==> config.mk <==
export PLATFORM = sky130hd
export DESIGN_NAME = brq_mem_arbiter
export DESIGN_NICKNAME = d
export VERILOG_FILES = /design/src/rtl/brq_pkg.sv /design/src/rtl/brq_arb_id_fifo.sv /design/src/rtl/brq_mem_arbiter.sv
export SDC_FILE = /design/constraint.sdc
export NUM_CORES = 1
export LEC_CHECK = 0
export CAP_MARGIN = 20
export CORE_AREA = 5 5 107 109
export CTS_CLUSTER_SIZE = 25
export DETAILED_ROUTE_END_ITERATION = 7
export DIE_AREA = 0 0 112 114
export PLACE_DENSITY = 0.77
export SLEW_MARGIN = 5
export SYNTH_ARGS = -nofsm -noshare
export SYNTH_HDL_FRONTEND = slang
export SYNTH_HIERARCHICAL = 1
export SYNTH_SLANG_ARGS = --single-unit
==> constraint.sdc <==
create_clock -name clk_i -period 3.92 [get_ports clk_i]
set_input_delay 0.392 -clock clk_i [delete_from_list [all_inputs] [get_ports clk_i]]
set_output_delay 0.392 -clock clk_i [all_outputs]
set_load 0.1 [all_outputs]
==> src/rtl/brq_pkg.sv <==
// Shared types for the BRQ memory arbiter.
// Source IDs and the round-robin pick used by the arbiter.
package brq_pkg;

   typedef enum logic {
      ArbSrcInstr = 1'b0,
      ArbSrcData  = 1'b1
   } arb_src_e;

   localparam logic [3:0]  InstrBe    = 4'hF;
   localparam logic [31:0] InstrWdata = 32'h0;

   // Lone requester wins; on a tie the source not granted last time wins.
   function automatic arb_src_e arb_pick(
      input logic     instr_req,
      input logic     data_req,
      input arb_src_e last_src
   );
      arb_src_e pick;
      pick = ArbSrcInstr;
      unique case ({instr_req, data_req})
         2'b01:   pick = ArbSrcData;
         2'b11:   pick = (last_src == ArbSrcInstr) ? ArbSrcData : ArbSrcInstr;
         default: pick = ArbSrcInstr;
      endcase
      return pick;
   endfunction

endpackage

==> src/rtl/brq_arb_id_fifo.sv <==
// In-order FIFO of 1-bit source IDs for outstanding requests.
// A pop never frees a slot for a push in the same cycle.
module brq_arb_id_fifo #(
   parameter int unsigned Depth = 2
) (
   input  logic clk_i,
   input  logic rst_ni,
   input  logic push_i,
   input  logic push_id_i,
   input  logic pop_i,
   output logic full_o,
   output logic empty_o,
   output logic head_o
);

   localparam int unsigned PtrW = (Depth > 1) ? $clog2(Depth) : 1;
   localparam int unsigned CntW = $clog2(Depth + 1);
   localparam logic [PtrW-1:0] LastPtr = PtrW'(Depth - 1);

   logic [Depth-1:0] mem_q;
   logic [PtrW-1:0]  wr_ptr_q;
   logic [PtrW-1:0]  rd_ptr_q;
   logic [CntW-1:0]  count_q;
   logic             push_ok;
   logic             pop_ok;

   function automatic logic [PtrW-1:0] ptr_inc(input logic [PtrW-1:0] p);
      return (p == LastPtr) ? '0 : p + 1'b1;
   endfunction

   assign full_o  = (count_q == CntW'(Depth));
   assign empty_o = (count_q == '0);
   assign head_o  = mem_q[rd_ptr_q];
   assign push_ok = push_i & ~full_o;
   assign pop_ok  = pop_i & ~empty_o;

   always_ff @(posedge clk_i or negedge rst_ni) begin
      if (!rst_ni) begin
         mem_q    <= '0;
         wr_ptr_q <= '0;
         rd_ptr_q <= '0;
         count_q  <= '0;
      end else begin
         if (push_ok) begin
            mem_q[wr_ptr_q] <= push_id_i;
            wr_ptr_q        <= ptr_inc(wr_ptr_q);
         end
         if (pop_ok) begin
            rd_ptr_q <= ptr_inc(rd_ptr_q);
         end
         unique case ({push_ok, pop_ok})
            2'b10:   count_q <= count_q + CntW'(1);
            2'b01:   count_q <= count_q - CntW'(1);
            default: count_q <= count_q;
         endcase
      end
   end

endmodule

==> src/rtl/brq_mem_arbiter.sv <==
// Round-robin arbiter merging core fetch and LSU ports onto one bus.
// Responses return in order and are routed by an ID FIFO.
module brq_mem_arbiter
   import brq_pkg::*;
#(
   parameter int unsigned MaxOutstanding = 2
) (
   input  logic        clk_i,
   input  logic        rst_ni,

   input  logic        instr_req_i,
   input  logic [31:0] instr_addr_i,
   output logic        instr_gnt_o,
   output logic        instr_rvalid_o,
   output logic [31:0] instr_rdata_o,
   output logic        instr_err_o,

   input  logic        data_req_i,
   input  logic        data_we_i,
   input  logic [3:0]  data_be_i,
   input  logic [31:0] data_addr_i,
   input  logic [31:0] data_wdata_i,
   output logic        data_gnt_o,
   output logic        data_rvalid_o,
   output logic [31:0] data_rdata_o,
   output logic        data_err_o,

   output logic        req_o,
   output logic [31:0] addr_o,
   output logic        we_o,
   output logic [3:0]  be_o,
   output logic [31:0] wdata_o,
   input  logic        gnt_i,
   input  logic        rvalid_i,
   input  logic [31:0] rdata_i,
   input  logic        err_i,

   output logic        unexp_rsp_o
);

   arb_src_e last_q;
   arb_src_e lock_src_q;
   arb_src_e sel_src;
   arb_src_e head_src;
   logic     lock_q;
   logic     lock_live;
   logic     unexp_q;
   logic     fifo_full;
   logic     fifo_empty;
   logic     fifo_head;
   logic     fire;
   logic     pop;

   // A stalled request keeps its source until the bus accepts it.
   assign lock_live = lock_q & ((lock_src_q == ArbSrcInstr) ? instr_req_i
                                                           : data_req_i);
   assign sel_src   = lock_live ? lock_src_q
                                : arb_pick(instr_req_i, data_req_i, last_q);

   assign req_o = (instr_req_i | data_req_i) & ~fifo_full;
   assign fire  = req_o & gnt_i;

   always_comb begin
      addr_o  = instr_addr_i;
      we_o    = 1'b0;
      be_o    = InstrBe;
      wdata_o = InstrWdata;
      unique case (sel_src)
         ArbSrcData: begin
            addr_o  = data_addr_i;
            we_o    = data_we_i;
            be_o    = data_be_i;
            wdata_o = data_wdata_i;
         end
         default: begin
            addr_o  = instr_addr_i;
            we_o    = 1'b0;
            be_o    = InstrBe;
            wdata_o = InstrWdata;
         end
      endcase
   end

   assign instr_gnt_o = fire & (sel_src == ArbSrcInstr);
   assign data_gnt_o  = fire & (sel_src == ArbSrcData);

   assign pop      = rvalid_i & ~fifo_empty;
   assign head_src = arb_src_e'(fifo_head);

   assign instr_rvalid_o = pop & (head_src == ArbSrcInstr);
   assign data_rvalid_o  = pop & (head_src == ArbSrcData);
   assign instr_rdata_o  = rdata_i;
   assign data_rdata_o   = rdata_i;
   assign instr_err_o    = err_i;
   assign data_err_o     = err_i;
   assign unexp_rsp_o    = unexp_q;

   brq_arb_id_fifo #(
      .Depth (MaxOutstanding)
   ) u_id_fifo (
      .clk_i     (clk_i),
      .rst_ni    (rst_ni),
      .push_i    (fire),
      .push_id_i (sel_src),
      .pop_i     (pop),
      .full_o    (fifo_full),
      .empty_o   (fifo_empty),
      .head_o    (fifo_head)
   );

   always_ff @(posedge clk_i or negedge rst_ni) begin
      if (!rst_ni) begin
         last_q     <= ArbSrcData;
         lock_q     <= 1'b0;
         lock_src_q <= ArbSrcInstr;
         unexp_q    <= 1'b0;
      end else begin
         lock_q     <= req_o & ~gnt_i;
         lock_src_q <= sel_src;
         if (fire) begin
            last_q <= sel_src;
         end
         if (rvalid_i && fifo_empty) begin
            unexp_q <= 1'b1;
         end
      end
   end

endmodule

==> tab_implementation.tex <==
\begin{tabular}{lr}
\hline
Metric & Value \\
\hline
\multicolumn{2}{l}{\textbf{Outcome}} \\
\quad Result of the run & finished, final reports clean \\
\multicolumn{2}{l}{\textbf{Clocking}} \\
\quad Root Driver & sky130\_fd\_sc\_hd\_\_clkbuf\_8 \\
\quad TritonCTS clock tree & built \\
\quad CTS sink cnt & 10 \\
\quad Max Buffers Root-to-Sink & 2 \\
\quad Count of H-tree levels built during CTS & 1 \\
\quad Post CTS Setup Buffer Count & 0 \\
\quad Hold bufs inserted after CTS & 0 \\
\quad Clock Latency Late Sink & 230 ps \\
\quad Post-CTS resize count & 0 \\
\quad CTS clock-pin slew for the worst setup and hold paths & 50 ps \\
\quad Num CTS Buffers & 3 \\
\multicolumn{2}{l}{\textbf{STA}} \\
\quad Unrepaired setup endpoints after global routing & false \\
\quad Share of the clock period used by the worst path after layout & 0.6792 \\
\quad Actual slew at the worst max-slew pin & just under 1000 ps \\
\quad Worst rel slew slack & 0.3393 \\
\quad Worst Hold Margin & 474.5 ps \\
\quad Clock tree skew after final layout & 1.607 ps \\
\quad F\_max & 375.6 MHz \\
\quad Fin crit period & between 2000 and 3000 ps \\
\quad Hold Fails Final Rpt & 0 \\
\quad Total Negative Setup Slacks & 0 ps \\
\quad Number of endpoints failing setup at the final stage & 0 \\
\quad Pins over their slew limit & 0 \\
\multicolumn{2}{l}{\textbf{Die}} \\
\quad Core area & 10510 um\^{}2 \\
\quad Row count & 38 \\
\quad DIE AREA & 12770 um\^{}2 \\
\quad Number of placed I/O pins & 281 \\
\quad Die height & 114 um \\
\quad Die width & 112 um \\
\quad Initial Util & 0.2285 \\
\multicolumn{2}{l}{\textbf{GRT}} \\
\quad Vias in the first global route & 3053 \\
\quad Gr usage total & 0.1700 \\
\quad Largest net degree at the start of global routing & between 100 and 150 \\
\quad Antenna violations before repair & 1 \\
\quad Global-route wire length before repair & 17.68 mm \\
\quad Grt total ovfl & 0 \\
\multicolumn{2}{l}{\textbf{Power and ir drop}} \\
\quad Power density normalized to cell area & 564.6 nW/um\^{}2 \\
\quad Switching component of the power & 0.001555 W \\
\quad Peak supply drop & 0.0004721 V \\
\quad Switching power as a share of total power & 0.6087 \\
\quad Combinational share of power & 0.876 \\
\quad Clock power share & 0.050 \\
\quad Register share of total power & 0.074 \\
\quad Leakage power total & around 1.8 nW \\
\quad Internal Power & 0.0009999 W \\
\multicolumn{2}{l}{\textbf{Final layout}} \\
\quad Nets@finish & 578 \\
\quad Share of post-route cells with drive strength above 1 & 0.2156 \\
\quad Number of inserted diodes & 0 \\
\quad Number of fillers in the final layout & 1000 \\
\quad Area Growth Syn to Fin & 88.48\% \\
\multicolumn{2}{l}{\textbf{Placed design}} \\
\quad DP HPWL & 8.570 mm \\
\quad Port bufs & 181 \\
\quad Routability-driven placement congestion ratio & 0.7583 \\
\multicolumn{2}{l}{\textbf{Synth}} \\
\quad Synthesized area per cell & $\sim$6.9 um\^{}2 \\
\quad Yosys warning total & 6 \\
\quad Gate count after technology mapping & 349 \\
\quad Seq cells post-synth & 10 \\
\quad Post-Synthesis Net Count & about 500 \\
\quad Share of the yosys chip area belonging to registers & 0.1047 \\
\quad Netlist area before placement & 2401 um\^{}2 \\
\quad Yosys cell types & 32 \\
\multicolumn{2}{l}{\textbf{Critical path}} \\
\quad Signal arrival time at the worst endpoint & 2270 ps \\
\quad Type of destination of the critical path & primary output \\
\quad Required time reported for the critical path endpoint & 3530 ps \\
\quad Kind of launch point of the worst setup path & input port \\
\quad Maximum fanout along the worst path & 17 \\
\quad Critical Setup Path Class & in -> out \\
\multicolumn{2}{l}{\textbf{Drt}} \\
\quad Via count & 2972 \\
\quad First-pass iteration count of the detailed router & 4 \\
\quad DRT antenna net count & 0 \\
\quad First-iteration detailed-routing DRC count & between 150 and 200 \\
\quad Total length of routed wires & approximately 11 mm \\
\quad Post-detailed-route via-to-cell ratio & 5.160 \\
\quad Average wire per cell in the routed design & 19.84 um \\
\quad DRC Markers & 0 \\
\multicolumn{2}{l}{\textbf{Worst hold path}} \\
\quad Class of the most critical hold timing path & reg -> reg \\
\multicolumn{2}{l}{\textbf{Run}} \\
\quad Count of max-cap constraint violations & 0 \\
\hline
\end{tabular}
cell usage after synthesis, drive strengths merged:
| cell type | instances | area [um^2] |
|---|---|---|
| a21boi | 1 | 7.510 |
| xnor2 | 3 | 26.28 |
| dfstp | 1 | 26.28 |
| nor2 | 3 | 11.26 |
| nand3b | 5 | 37.54 |
| ha | 1 | 12.51 |
| nand2b | 3 | 21.27 |
| buf | 80 | 583.1 |
| and2 | 2 | 12.51 |
| nand4 | 32 | 200.2 |
| xor2 | 2 | 17.52 |
| nand3 | 34 | 170.2 |
| o211ai | 32 | 240.2 |
| and3 | 33 | 206.5 |
| o2bb2ai | 1 | 8.760 |
| clkbuf | 25 | 95.09 |
| nand2 | 2 | 7.510 |
| a21oi | 33 | 165.2 |
| o21ai | 1 | 16.27 |
| a21o | 1 | 7.510 |
| dfrtp | 9 | 225.2 |
| mux2 | 3 | 33.78 |
| inv | 2 | 7.510 |
| nor2b | 39 | 251.5 |
| o21ba | 1 | 10.01 |
per-stage QoR:
stage	cells	area (um^2)	setup WS (ps)	utilization	power, W
floorplan	349	2401	679.0	-	0.001939
global placement	572	4471	1306	0.4255	0.002392
detailed placement	572	4471	1210	0.4255	0.002431
CTS	576	4526	1210	0.4307	0.002573
global route	576	4526	1083	0.4307	0.002657
finish	576	4526	1258	0.4307	0.002555
cell families (layout without fill, tap and decap cells):
family / after synthesis / after routing / share of synthesized area
buf+inv: 107 / 194 / 0.2856
mux: 3 / 3 / 0.01407
xor+xnor: 5 / 5 / 0.01824
fa+ha+maj: 1 / 1 / 0.005210
flops: 10 / 10 / 0.1047
simple gates: 153 / 153 / 0.3825
compound gates: 70 / 70 / 0.1897
path summary, 6_finish.rpt:
path | start | end | slack (ps) | cells after the start
max in group asynchronous | rst_ni | last_q | 3110 | 1
hold / removal | u_id_fifo/rd_ptr_q | u_id_fifo/rd_ptr_q | 470 | 1
min in group asynchronous | rst_ni | unexp_rsp_o | 480 | 1
setup / recovery | instr_req_i | addr_o[22] | 1260 | 6
hold reg to reg | u_id_fifo/rd_ptr_q | u_id_fifo/rd_ptr_q | 470 | 1
setup reg to reg | u_id_fifo/count_q[0] | u_id_fifo/count_q[1] | 2070 | 9
registers in the layout, summed over array words and instances, names as in the netlist:
name and cells:
last_q 1, lock_q 1, lock_src_q 1, u_id_fifo/count_q 2, u_id_fifo/mem_q 2, u_id_fifo/rd_ptr_q 1, u_id_fifo/wr_ptr_q 1, unexp_rsp_o 1
metal layers:
layer	vias up	GRT usage	share of wire
met1	1382	0.2111	0.39
met3	41	0.05836	0.098
met5	-	0	0.0010
met4	2	0.05048	0.026
li1	1367	-	-
met2	180	0.2798	0.48
layout by cell type (no fill, tap or decap):
cell                              Yosys  layout
sky130_fd_sc_hd__a21boi_0             1       1
sky130_fd_sc_hd__a21o_1               1       1
sky130_fd_sc_hd__a21oi_1             33      33
sky130_fd_sc_hd__and2_1               2       2
sky130_fd_sc_hd__and3_1              33      33
sky130_fd_sc_hd__buf_12               0      71
sky130_fd_sc_hd__buf_2               10       1
sky130_fd_sc_hd__buf_4               66      10
sky130_fd_sc_hd__clkbuf_8             0       4
sky130_fd_sc_hd__clkdlybuf4s50_1      0     106
sky130_fd_sc_hd__dfrtp_1              9       9
sky130_fd_sc_hd__dfstp_2              1       1
sky130_fd_sc_hd__ha_1                 1       1
sky130_fd_sc_hd__inv_1                2       2
sky130_fd_sc_hd__mux2_1               2       2
sky130_fd_sc_hd__mux2_2               1       1
sky130_fd_sc_hd__nand2_1              2       2
sky130_fd_sc_hd__nand2b_1             2       2
sky130_fd_sc_hd__nand2b_2             1       1
sky130_fd_sc_hd__nand3_1             34      34
sky130_fd_sc_hd__nand3b_1             5       5
sky130_fd_sc_hd__nand4_1             32      32
sky130_fd_sc_hd__nor2_1               3       3
sky130_fd_sc_hd__nor2b_1             38      36
sky130_fd_sc_hd__nor2b_2              0       1
sky130_fd_sc_hd__nor2b_4              1       2
sky130_fd_sc_hd__o211ai_1            32      32
sky130_fd_sc_hd__o21ai_4              1       1
sky130_fd_sc_hd__o21ba_2              1       1
sky130_fd_sc_hd__o2bb2ai_1            1       1
sky130_fd_sc_hd__xnor2_1              3       3
sky130_fd_sc_hd__xor2_1               2       2
worst max-delay path, cell delays in order:
cell and delay, ps:
sky130_fd_sc_hd__clkdlybuf4s50_1 430, sky130_fd_sc_hd__nor2b_2 630, sky130_fd_sc_hd__buf_4 360, sky130_fd_sc_hd__a21oi_1 110, sky130_fd_sc_hd__nand3_1 130, sky130_fd_sc_hd__buf_12 190
power groups by stage:
stage          Combinational (W)  Sequential, W  Clock (W)
2_1_floorplan            0.00176       0.000179          0
3_3_place_gp             0.00221       0.000184          0
3_5_place_dp             0.00224       0.000189          0
4_1_cts                  0.00225       0.000188   0.000134
5_1_grt                  0.00232       0.000193   0.000140
6_report                 0.00224       0.000188   0.000128
final cells by class:
class | instances | area, um^2 | area share
timing repair buffer | 188 | 2562 | 0.5662
multi-input combinational | 232 | 1474 | 0.3257
sequential | 10 | 251.5 | 0.05557
tap | 140 | 175.2 | 0.03871
clock buffer | 4 | 55.05 | 0.01216
inverter | 2 | 7.507 | 0.001659
Note: power is estimated with default switching activity, not from simulation.
